$ cat src/rtl/serial_sorter8.sv
// Sequential odd-even transposition sorter sharing one twoSorter8 element.
// Optional macro SERIAL_SORTER_EARLY_EXIT_EN ends SORT after two clean phases.
module twoSorter8 (
    input  logic [7:0] x,
    input  logic [7:0] y,
    output logic [7:0] lower,
    output logic [7:0] higher,
    output logic       swap
);
    assign swap   = (y < x);
    assign lower  = swap ? y : x;
    assign higher = swap ? x : y;
endmodule

module serial_sorter8 #(
    parameter int N = 8
) (
    input  logic       clk,
    input  logic       rst_n,
    input  logic       in_valid,
    output logic       in_ready,
    input  logic [7:0] in_data,
    output logic       out_valid,
    input  logic       out_ready,
    output logic [7:0] out_data,
    output logic       out_last,
    output logic       busy
);
    localparam int W = $clog2(N);
    localparam logic [W-1:0] LAST     = W'(N - 1);
    localparam logic [W-1:0] EVEN_END = W'(N - 2);
    localparam logic [W-1:0] ODD_END  = W'(N - 3);
    localparam logic [W-1:0] ONE      = W'(1);
    localparam logic [W-1:0] TWO      = W'(2);

    typedef enum logic [1:0] {LOAD, SORT, DRAIN} state_t;

    state_t     state, state_nx;
    logic [7:0] mem [N];
    logic [W-1:0] wr_idx, rd_idx, pi, pi1, ph;
    logic [7:0] lo, hi;
    logic       swap;
    logic       ph_end, early, sort_done;

    assign pi1 = pi + ONE;

    twoSorter8 u_cmp (
        .x      (mem[pi]),
        .y      (mem[pi1]),
        .lower  (lo),
        .higher (hi),
        .swap   (swap)
    );

    assign ph_end = ph[0] ? (pi == ODD_END) : (pi == EVEN_END);

`ifdef SERIAL_SORTER_EARLY_EXIT_EN
    logic swapped, prev_clean, cur_dirty;

    assign cur_dirty = swapped | swap;
    assign early     = ph_end & prev_clean & ~cur_dirty;

    always_ff @(posedge clk or negedge rst_n) begin
        if (!rst_n) begin
            swapped    <= 1'b0;
            prev_clean <= 1'b0;
        end else if (state == SORT) begin
            if (sort_done) begin
                swapped    <= 1'b0;
                prev_clean <= 1'b0;
            end else if (ph_end) begin
                swapped    <= 1'b0;
                prev_clean <= ~cur_dirty;
            end else begin
                swapped <= cur_dirty;
            end
        end
    end
`else
    assign early = 1'b0;
`endif

    // N=2 has an empty odd phase, so the first even phase is the last one.
    assign sort_done = ph_end & ((ph == LAST) | (N == 2) | early);

    always_ff @(posedge clk or negedge rst_n) begin
        if (!rst_n) state <= LOAD;
        else        state <= state_nx;
    end

    always_comb begin
        state_nx = state;
        unique case (state)
            LOAD:  if (in_valid && wr_idx == LAST) state_nx = SORT;
            SORT:  if (sort_done) state_nx = DRAIN;
            DRAIN: if (out_ready && rd_idx == LAST) state_nx = LOAD;
            default: state_nx = LOAD;
        endcase
    end

    always_ff @(posedge clk or negedge rst_n) begin
        if (!rst_n) begin
            for (int k = 0; k < N; k++) mem[k] <= 8'd0;
            wr_idx <= '0;
            rd_idx <= '0;
            pi     <= '0;
            ph     <= '0;
        end else begin
            unique case (state)
                LOAD: if (in_valid) begin
                    mem[wr_idx] <= in_data;
                    wr_idx <= (wr_idx == LAST) ? '0 : wr_idx + ONE;
                    rd_idx <= '0;
                    pi     <= '0;
                    ph     <= '0;
                end
                SORT: begin
                    if (swap) begin
                        mem[pi]  <= lo;
                        mem[pi1] <= hi;
                    end
                    if (sort_done) begin
                        pi <= '0;
                        ph <= '0;
                    end else if (ph_end) begin
                        pi <= ph[0] ? '0 : ONE;
                        ph <= ph + ONE;
                    end else begin
                        pi <= pi + TWO;
                    end
                end
                DRAIN: if (out_ready)
                    rd_idx <= (rd_idx == LAST) ? '0 : rd_idx + ONE;
                default: ;
            endcase
        end
    end

    assign in_ready  = (state == LOAD);
    assign out_valid = (state == DRAIN);
    assign busy      = (state != LOAD);
    assign out_data  = out_valid ? mem[rd_idx] : 8'd0;
    assign out_last  = out_valid & (rd_idx == LAST);
endmodule

$ cat config.mk
export PLATFORM = sky130hd
export DESIGN_NAME = serial_sorter8
export DESIGN_NICKNAME = d
export VERILOG_FILES = /design/src/rtl/serial_sorter8.sv
export SDC_FILE = /design/constraint.sdc
export NUM_CORES = 1
export LEC_CHECK = 0
export CORE_UTILIZATION = 30
export CTS_CLUSTER_DIAMETER = 120
export DETAILED_ROUTE_END_ITERATION = 7
export HOLD_SLACK_MARGIN = 0.06
export PLACE_DENSITY = 0.49
export SYNTH_ARGS = -nofsm -noshare
export SYNTH_HDL_FRONTEND = slang
export SYNTH_HIERARCHICAL = 1
export SYNTH_SLANG_ARGS = --single-unit
$ cat constraint.sdc
create_clock -name clk -period 8.35 [get_ports clk]
set_input_delay 1.67 -clock clk [delete_from_list [all_inputs] [get_ports clk]]
set_output_delay 1.67 -clock clk [all_outputs]
set_load 0.03 [all_outputs]
==> impl_table.tex <==
\begin{tabular}{lr}
\hline
Metric & Value \\
\hline
\multicolumn{2}{l}{\textbf{Setup path}} \\
\quad Worst-path cell chain & ha\_1 -> nor2b\_1 -> and2\_1 -> a22oi\_1 -> nand2\_1 -> ha\_1 -> a211oi\_1 -> nor2\_1 -> a211oi\_4 -> mux2i\_1 -> nor2\_4 -> o211ai\_2 -> mux2\_2 \\
\quad Critical-path maximum fanout & 46 \\
\quad Crit path launch type & flip-flop \\
\quad Data required time of the critical path & 8.58 ns \\
\quad Slowest stage cell on the critical path & sky130\_fd\_sc\_hd\_\_dfrtp\_2 \\
\quad Startpoint-to-endpoint class of the critical path & reg -> reg \\
\quad Crit path capture type & flip-flop \\
\quad Worst path arrival time & 6.17 ns \\
\quad Critical Path Max Stage Delay & just over 1 ns \\
\quad Family with the most delay on the worst path & simple AND/OR/NAND/NOR gates \\
\quad Cell type with the highest occurrence count on the critical path & sky130\_fd\_sc\_hd\_\_ha\_1 \\
\quad Critical path buffers and inverters & 0 \\
\multicolumn{2}{l}{\textbf{Clocking}} \\
\quad Worst-skew pair later-pin latency & around 0.35 ns \\
\quad Clock Tree Root & sky130\_fd\_sc\_hd\_\_clkbuf\_16 \\
\quad Hold-fix buffers, CTS & 0 \\
\quad PostCTS Resize Cnt & 0 \\
\quad \# Post-CTS Setup Buffers & 0 \\
\quad Clock-pin slew of the registers on the worst-case setup and hold paths & 0.06 ns \\
\quad H-Tree Level Count & 3 \\
\quad Number of buffers created by CTS & 9 \\
\quad CTS sink count & 78 \\
\quad Maximum clock insertion buffer count & 2 \\
\quad CTS tree & done \\
\multicolumn{2}{l}{\textbf{STA}} \\
\quad Total negative slack & 0 ns \\
\quad Final period utilization & a little over 70\% \\
\quad Slew Limit Headroom & 29.0\% \\
\quad Slew at the pin with the worst max-slew slack & roughly 1.1 ns \\
\quad Setup repair after global routing missed its margin & false \\
\quad Min Tclk post-route & 5.94 ns \\
\quad Final hold vios & 0 \\
\quad Setup violations, final & 0 \\
\quad Final Slew Violations & 0 \\
\quad Max Clock Freq & 168 MHz \\
\quad Maximum clock skew at final layout & 0.00688 ns \\
\quad Least setup slack across all paths after layout & between 2 and 2.5 ns \\
\multicolumn{2}{l}{\textbf{Power and ir drop}} \\
\quad Peak VDD IR & 0.000116 V \\
\quad Leakage dissipation & between 0.002 and 0.003 uW \\
\quad Total power draw & $\sim$2200 uW \\
\quad Cell Pwr Density & 309 nW/um\^{}2 \\
\multicolumn{2}{l}{\textbf{Layout}} \\
\quad Layout cells sized above 1 & 23.6\% \\
\quad Register area & 1950 sq um \\
\quad Diodes inserted & 0 \\
\quad Multi-input gate area in the final layout & 4270 sq um \\
\quad Layout overhead on the synthesized area & 9.78\% \\
\quad Number of standard cells in the layout, taps in and fillers out & 916 \\
\quad Count of fill cells added during filler insertion & about 2100 \\
\quad Utilization after layout & 34.0\% \\
\quad Total Nets Final & 668 \\
\multicolumn{2}{l}{\textbf{Global route}} \\
\quad Maximum number of pins on one net before global-route repair & 79 \\
\quad GR Util All Layers & 20.2\% \\
\quad Overflow after GRT & 0 \\
\quad Number of antenna violations at the first check in global routing & 0 \\
\quad Vias in the first global route & $\sim$5500 \\
\quad Wire length of the first global-routing pass & 33600 um \\
\multicolumn{2}{l}{\textbf{Routing}} \\
\quad Remaining number of nets flagged by the antenna check after routing & 0 \\
\quad Number of iterations in the first detailed-routing pass & 6 \\
\quad Final Routed Wirelength & 21700 um \\
\quad Initial DRC count & between 600 and 700 \\
\quad Vias after detailed routing & roughly 5600 \\
\quad Post-DR wirelength/cell & 23.7 um \\
\quad DR vias/cell & 6.15 \\
\quad Number of design rule violations left after detail routing & 0 \\
\multicolumn{2}{l}{\textbf{Run status}} \\
\quad Run status & completed \\
\multicolumn{2}{l}{\textbf{Synth}} \\
\quad Mapped Area & 6600 sq um \\
\quad Seq/Total Area, Yosys & slightly below 30\% \\
\quad Post-synth EDFFs & 0 \\
\quad Share of the synthesized area in the top cell type & 29.6\% \\
\quad Cell taking the most area after synthesis & sky130\_fd\_sc\_hd\_\_dfrtp\_1 \\
\quad Yosys warning count & 6 \\
\quad Cell with the most instances after synthesis & sky130\_fd\_sc\_hd\_\_nand2\_1 \\
\quad Async set or reset register ratio after synthesis & 100\% \\
\quad Synthesis-stage register bit count & between 70 and 80 \\
\quad Cell types with the largest area share after synthesis & sky130\_fd\_sc\_hd\_\_dfrtp\_1 (30\%), sky130\_fd\_sc\_hd\_\_mux4\_2 (14\%), sky130\_fd\_sc\_hd\_\_mux2\_2 (12\%) \\
\quad Number of distinct standard cells referenced by the synthesized netlist & 59 \\
\quad Gate Count Post-Synth & roughly 660 \\
\quad Synthesized net count & about 690 \\
\quad Commonest cells in the synthesized netlist & sky130\_fd\_sc\_hd\_\_nand2\_1 (95), sky130\_fd\_sc\_hd\_\_dfrtp\_1 (78), sky130\_fd\_sc\_hd\_\_mux2\_2 (72) \\
\quad Top flip-flop cell by instance count after synthesis & sky130\_fd\_sc\_hd\_\_dfrtp\_1 \\
\quad Average cell area after synthesis & 10.0 sq um \\
\multicolumn{2}{l}{\textbf{Die}} \\
\quad Die extent in y & 150 um \\
\quad Core area & 21300 sq um \\
\quad Width of the die & around 150 um \\
\quad Row cnt & 53 \\
\quad Area of the die & 22600 sq um \\
\quad Number of I/O pins & 24 \\
\quad Starting density of the core & 31.0\% \\
\multicolumn{2}{l}{\textbf{Place}} \\
\quad Minimum setup slack after placement & between 2 and 2.5 ns \\
\quad Port-buffer cells & 23 \\
\quad Routability congestion estimate & 0.894 \\
\quad Estimated wirelength of the detail-placed design & 15800 um \\
\quad Placed cell count & around 900 \\
\multicolumn{2}{l}{\textbf{Run}} \\
\quad Count of max-cap constraint violations & 0 \\
\multicolumn{2}{l}{\textbf{Worst hold path}} \\
\quad Hold WC Path Type & reg -> reg \\
\hline
\end{tabular}
[power breakdown]
group,switching [uW],total (uW),internal [uW]
clock network,156,401,245
logic,729,1220,496
registers,149,614,465
total,1030,2240,1210
[cell families after synthesis]
group,share of synthesized area [%]
AOI/OAI and AO/OA,19.0
muxes,27.6
adders and majority gates,3.41
xor gates and xnor gates,0.265
and+or+nand+nor,14.2
DFF,29.6
buffers and inverters,5.95
[per-stage QoR]
step / hold slack (ns) / instance area [sq um]
2_1_floorplan: 0.470 / 6600
3_3_place_gp: 0.491 / 6960
3_5_place_dp: 0.498 / 6960
4_1_cts: 0.519 / 7250
5_1_grt: 0.522 / 7250
6_report: 0.514 / 7250
[sequential cells by signal, indices dropped and copies added (netlist names)]
register,count
mem,64
ph,3
pi,3
rd_idx,3
state,2
wr_idx,3
[worst paths after layout]
check	start	to	slack (ns)	cells after the start
setup / recovery	pi[0]	mem[48]	2.41	13
hold / removal	ph[1]	ph[1]	0.51	1
setup reg to reg	pi[0]	mem[48]	2.41	13
hold reg to reg	ph[1]	ph[1]	0.51	1
max in group asynchronous	rst_n	pi[0]	6.11	1
min in group asynchronous	rst_n	mem[32]	1.52	1
[per-layer routing]
| layer | global-route usage, % | vias up | wire length (um) |
|---|---|---|---|
| li1 | - | 2493 | - |
| met2 | 31.0 | 288 | 9900 |
| met5 | 0 | - | 0 |
| met3 | 4.15 | 33 | 1720 |
| met4 | 6.57 | 0 | 429 |
| met1 | 28.1 | 2823 | 9670 |
[layout make-up]
type,count,area share [%]
Clock buffer,13,3.59
Clock inverter,1,0.414
Inverter,30,1.55
Multi-Input combinational cell,489,58.9
Sequential cell,78,27.0
Tap cell,275,4.75
Timing Repair Buffer,30,3.87
[cell usage in the layout, fill, tap and decap left out, drive strengths merged, types with 4 or more instances in the layout]
cell type      instances
a211o                  4
a21oi                 12
a221oi                 8
a222oi                 8
a22o                   4
a22oi                  8
a32oi                 32
and2                   6
and3                   9
buf                    8
clkbuf                13
clkdlybuf4s50         22
dfrtp                 78
ha                    18
inv                   28
mux2                  74
mux2i                  9
mux4                  40
nand2                 95
nand2b                 5
nand3                 36
nor2                   7
nor2b                  9
nor3                   6
o211ai                 4
o21ai                 40
o221ai                24
(Power assumes the default switching activity.)
